`src/rtl/prog_pkg.sv`:
```
// Shared encoding definitions for the program encoder and the control decoder:
// opcode enum, field widths and the opcode legality helper.
package prog_pkg;

  localparam int OPW  = 4;
  localparam int ARGW = 5;
  localparam int IW   = OPW + ARGW;

  typedef enum logic [OPW-1:0] {
    OP_LOAD   = 4'h0,
    OP_STORE  = 4'h1,
    OP_XOR    = 4'h2,
    OP_BNE    = 4'h3,
    OP_ADD    = 4'h4,
    OP_MV     = 4'h5,
    OP_LSHIFT = 4'h6,
    OP_RSHIFT = 4'h7,
    OP_LOADI  = 4'h8,
    OP_PARI   = 4'h9,
    OP_HALT   = 4'hA,
    OP_OR     = 4'hB,
    OP_SUB    = 4'hC
  } op_t;

  typedef enum logic [1:0] {
    ST_IDLE,
    ST_LOAD,
    ST_DONE,
    ST_ERR
  } state_t;

  // Codes above OP_SUB have no instruction behind them.
  function automatic logic op_legal(op_t op);
    return op <= OP_SUB;
  endfunction

endpackage

```
`src/rtl/prog_encoder.sv`:
```
// Packs (opcode, operand) tokens into 9-bit words and streams them to the
// instruction-memory write port. Optional operand checking: PROG_ENCODER_ARGCHK_EN.
module prog_encoder
  import prog_pkg::*;
#(
  parameter int DEPTH = 1024,
  parameter int AW    = $clog2(DEPTH)
) (
  input  logic          Clk,
  input  logic          Reset,
  input  logic          start,
  input  logic          in_valid,
  output logic          in_ready,
  input  logic [3:0]    in_op,
  input  logic [4:0]    in_arg,
  output logic          imem_we,
  output logic [AW-1:0] imem_addr,
  output logic [IW-1:0] imem_wdata,
  output logic          done,
  output logic          err,
  output logic [AW:0]   prog_len
);

  state_t        state;
  logic [AW-1:0] cnt;
  op_t           op;
  logic          accept;
  logic          is_halt;
  logic          at_last;
  logic          legal;

  assign op       = op_t'(in_op);
  assign in_ready = (state == ST_LOAD) && !start;
  assign accept   = in_valid && in_ready;
  assign is_halt  = (op == OP_HALT);
  assign at_last  = (cnt == AW'(DEPTH - 1));

  // NOTE: every variable driven here gets a value first, so no latch is inferred.
  always_comb begin
    legal = op_legal(op);
`ifdef PROG_ENCODER_ARGCHK_EN
    if (is_halt && (in_arg != '0))
      legal = 1'b0;
    if (((op == OP_LSHIFT) || (op == OP_RSHIFT)) && (in_arg > 5'd8))
      legal = 1'b0;
`else
    legal = legal;
`endif
  end

  // NOTE: sequential state uses non-blocking assignments only; reset is
  // synchronous, so it is tested inside the clocked block rather than listed.
  always_ff @(posedge Clk) begin
    if (Reset) begin
      state      <= ST_IDLE;
      cnt        <= '0;
      imem_we    <= 1'b0;
      imem_addr  <= '0;
      imem_wdata <= '0;
      done       <= 1'b0;
      err        <= 1'b0;
      prog_len   <= '0;
    end else begin
      imem_we <= 1'b0;
      if (start) begin
        state    <= ST_LOAD;
        cnt      <= '0;
        prog_len <= '0;
        done     <= 1'b0;
        err      <= 1'b0;
      end else if (accept) begin
        // The last address is kept for HALT so every program can terminate.
        if (!legal || (at_last && !is_halt)) begin
          state <= ST_ERR;
          err   <= 1'b1;
        end else begin
          imem_we    <= 1'b1;
          imem_addr  <= cnt;
          imem_wdata <= {in_op, in_arg};
          prog_len   <= prog_len + (AW+1)'(1);
          if (!at_last)
            cnt <= cnt + AW'(1);
          if (is_halt) begin
            state <= ST_DONE;
            done  <= 1'b1;
          end
        end
      end
    end
  end

endmodule

```
`config.mk`:
```
export PLATFORM = sky130hd
export DESIGN_NAME = prog_encoder
export DESIGN_NICKNAME = d
export VERILOG_FILES = /design/src/rtl/prog_pkg.sv /design/src/rtl/prog_encoder.sv
export SDC_FILE = /design/constraint.sdc
export NUM_CORES = 1
export LEC_CHECK = 0
export CORE_MARGIN = 4
export CORE_UTILIZATION = 53
export DETAILED_ROUTE_END_ITERATION = 6
export GPL_TIMING_DRIVEN = 0
export PLACE_DENSITY = 0.87
export SYNTH_ARGS = -nofsm -noshare
export SYNTH_HDL_FRONTEND = slang
export SYNTH_SLANG_ARGS = --single-unit
```
`constraint.sdc`:
```
create_clock -name Clk -period 4.9 [get_ports Clk]
set_input_delay 0.98 -clock Clk [delete_from_list [all_inputs] [get_ports Clk]]
set_output_delay 0.98 -clock Clk [all_outputs]
set_load 0.1 [all_outputs]
```
Word level (Yosys, flattened, before mapping) --
Cells that the tools add are included. W data, S select, Z words.
Operators by class: reduce and logical (&&, ||, !) cells 19, $lt $le $gt $ge 1, mux-type cells 5, add/subtract/negate cells 2, bitwise logic cells 4, equal/unequal tests 3
Operator list (number):
- $add A11 B1 Y11 const B | 1
- $add A10 B1 Y10 const B | 1
- $eq A10 B10 Y1 const B | 1
- $reduce_and A3 Y1 | 3
- $reduce_and A2 Y1 | 4
- $eq A4 B4 Y1 const B | 1
- $le A4 B4 Y1 const B | 1
- $mux W2 | 2
- $not A1 Y1 | 4
- $reduce_bool A2 Y1 | 2
- $logic_and A1 B1 Y1 | 3
- $logic_not A1 Y1 | 3
- $mux W1 | 3
- $reduce_bool A3 Y1 | 1
- $reduce_or A3 Y1 | 1
- $eq A2 B1 Y1 const B | 1
- $reduce_or A2 Y1 | 1
- $logic_or A1 B1 Y1 | 1
Word-level totals: logic and storage cells 43, output and inout bits 34, flip-flop bits (word level) 45

Longest topological paths before layout --
word-level depth 7, depth in mapped cells 7

Worst setup path after synthesis --
OpenSTA, ideal clock, no wires.
path type input to output, start point in start, end point out in_ready, buffers on the path 0, arrival time 3.168 ns, cell stages on the path 1, setup slack 0.752 ns, cells stage by stage nor3b_1
Between the ends: cells in the longest elaborated chain, start to end 2
RTL lines:
- from (decl) | RTL line prog_encoder.sv:11 | input logic start,
- $logic_not A1 Y1 | RTL line prog_encoder.sv:33 | assign in_ready = (state == ST_LOAD) && !start;
- $logic_and A1 B1 Y1 | RTL line prog_encoder.sv:33
- to (decl) | RTL line prog_encoder.sv:13 | output logic in_ready,
No other way between the ends.

Worst setup path after layout --
Ends and elaborated chain as after synthesis.

==> summary.txt <==
STA
  – Setup Skew: between 0.01 and 0.015 ns
  – Unrepaired setup endpoints after global routing: false
  – Setup TNS: 0 ns
  – Fmax: 264 MHz
  – Hold Violations, Final: 0
  – Fin crit period: 3.79 ns
  – Max_slew headroom: 34.8%
  – Final Slew Violations: 0
  – Worst-Margin Slew: a little under 1 ns
  – # setup viols final: 0
  – Fin crit share: between 70% and 80%

Placement
  – GPL Wtd Cong: 0.847
  – Post-DP HPWL: 3.72 mm
  – Port-buffer cells: 46
  – Placed cells: 331

Power and ir drop
  – Switch share: 23.0%
  – Max IR drop VDD: 172 µV
  – Pwr Density: 262 nW/µm²
  – Clock share of power: 38.4%
  – Final Power: about 0.70 mW
  – Share of power burned in registers: 53.2%
  – Int Pwr: 0.536 mW
  – Logic pwr share: 8.4%
  – P_sw: 0.160 mW
  – Leakage: 0.841 nW

Setup path
  – CP endpoint kind: output port
  – Arrival time worst endpoint: 2.81 ns
  – Setup crit start kind: input pin
  – FF-to-FF path depth: 7
  – CP Max Fanout: 5
  – WS Path Type: input pin to output port
  – Worst EP required: 3.92 ns

Routing
  – Drt pass-1 iters: 4
  – DRC: 0
  – Initial DRC count: roughly 260
  – WL final: 5.17 mm
  – Antenna viol nets, final: 0
  – Avg WL per Cell: approximately 15 µm
  – Via Count: 2025
  – Vias per cell: 5.99

Hold path
  – Hold depth: 2
  – Hold Crit Class: flip-flop to flip-flop

GRT
  – Met1 usage: 27.8%
  – Total grt overflow: 0
  – Vias in the first global route: ~2000
  – Tot GR Track Use: 22.6%
  – GR Util met2: a little under two fifths
  – GR peak layer: met2
  – Routing usage on met3: ~5.6%
  – Initial antenna violation count: 0
  – First-pass GRT wire length: 9.09 mm
  – Largest net degree at the start of global routing: 14

Synthesis
  – Largest cells by area after synthesis: dfxtp_1, a21oi_1, nand3_1, o21ai_0, o31ai_1
  – Synth area leader: dfxtp_1
  – Yosys top cell area share: 44.4%
  – Yosys warning count: 0
  – Mapped Area: 2030 µm²
  – Seq/Total Area, Yosys: 44.4%
  – Syn avg cell area: 8.57 µm²
  – Count leader, synth: dfxtp_1
  – Post-synth EDFFs: 0
  – Top_reg_cell synth: dfxtp_1
  – Post-synthesis cell type count: 32
  – #FFs+latches synth: 45
  – Ys async rst share: 0%
  – Synth cell count leaders: dfxtp_1, a21oi_1, nand3_1, o21ai_0
  – Syn nets: approximately 250
  – Cells after synthesis: 237

Die
  – Die area: 4890 µm²
  – Num ports: 47
  – Height of the chip: 69.9 µm
  – Rows: 22
  – Initial core utilization: a little under three fifths
  – Total core area: 3690 µm²
  – Die X: 69.9 µm

Clocking
  – # resized after CTS: 0
  – Clock-pin slew on the worst setup and hold paths: 0.08 ns
  – CTS buffer count: 5
  – CTS root buf: clkbuf_8
  – Post-CTS setup buffer count: 0
  – Hold buffer count at CTS: 0
  – CTS max path bufs: 2
  – CTS tree: built
  – H-tree level count: 2
  – Clk sink count: 45
  – Clk_lat worst skew: 0.30 ns

Cells and area
  – Non-Filler Instances: 338
  – Final net count: 305
  – Ant diodes: 0
  – Fraction of layout cells with a size suffix above 1: ~9.0%
  – Layout area overhead: 30.7%

Flow run
  – Max Cap Viol: 0

Run status
  – Result of the run: finished clean
## layout by cell type (no fill, tap or decap), types with 2 or more instances in the layout
cell / n
o31ai_1: 13
clkdlybuf4s50_1: 46
nand4_1: 5
dfxtp_1: 45
nor2_1: 7
buf_6: 2
ha_1: 2
and3_1: 2
nand3_2: 2
nor3_1: 2
buf_2: 7
clkbuf_1: 9
a41o_1: 2
and2_1: 3
nand2_1: 9
o21ai_0: 26
or3_1: 5
clkbuf_8: 5
or2_2: 2
inv_1: 2
nand3_1: 26
a31oi_1: 2
a21oi_1: 41
or4_1: 13
## worst paths after layout
| kind | from | endpoint | slack (ns) |
|---|---|---|---|
| max | start | in_ready | 1.11 |
| min | err | err | 0.45 |
| max reg2reg | cnt[0] | imem_addr[1] | 2.82 |
| min reg2reg | err | err | 0.45 |
## power by group through the flow
stage               registers [mW]  logic, mW  clock network [mW]
CTS                          0.370     0.0584               0.274
finish                       0.370     0.0583               0.267
detailed placement           0.379     0.0583                   0
global placement             0.378     0.0578                   0
floorplan                    0.394     0.0204                   0
global route                 0.370     0.0623               0.288
## through the flow
| step | setup WS, ns | area (µm²) | hold WS, ns | util (%) |
|---|---|---|---|---|
| finish | 1.11 | 2660 | 0.453 | 72.0 |
| global placement | 1.11 | 2550 | 0.434 | 69.2 |
| detailed placement | 1.09 | 2550 | 0.439 | 69.2 |
| CTS | 1.09 | 2660 | 0.452 | 72.0 |
| floorplan | 0.752 | 2030 | 0.465 | - |
| global route | 1.02 | 2660 | 0.475 | 72.0 |
## layer usage
layer,up-vias,wire length (µm)
li1,996,-
met1,964,2260
met2,57,2570
met3,8,259
met4,0,71
met5,-,0
## layout make-up
type / count / area, µm²
fillers: 307 / 1030
multi-input cells: 171 / 1020
flip-flops and latches: 45 / 901
repair buffers: 46 / 460
plain buffers: 19 / 98.8
clock buffers: 5 / 68.8
well taps: 48 / 60.1
clock inverters: 2 / 35.0
inverters: 2 / 7.51
## flip-flops by register name (all words and copies together) (netlist names)
register,count
cnt,10
done,1
err,1
imem_addr,10
imem_wdata,9
imem_we,1
prog_len,11
state,2
## cell families after synthesis
family	share of synthesized area (%)
DFF	44.4
AOI/OAI and AO/OA	23.8
adders and majority gates	1.23
and+or+nand+nor	25.4
buffers and inverters	5.24
## critical path, cell delays in order
cell and delay [ns]:
clkdlybuf4s50_1 0.47, nor3b_1 0.20, clkdlybuf4s50_1 1.16
No activity file was read; power rests on OpenSTA's default activity.
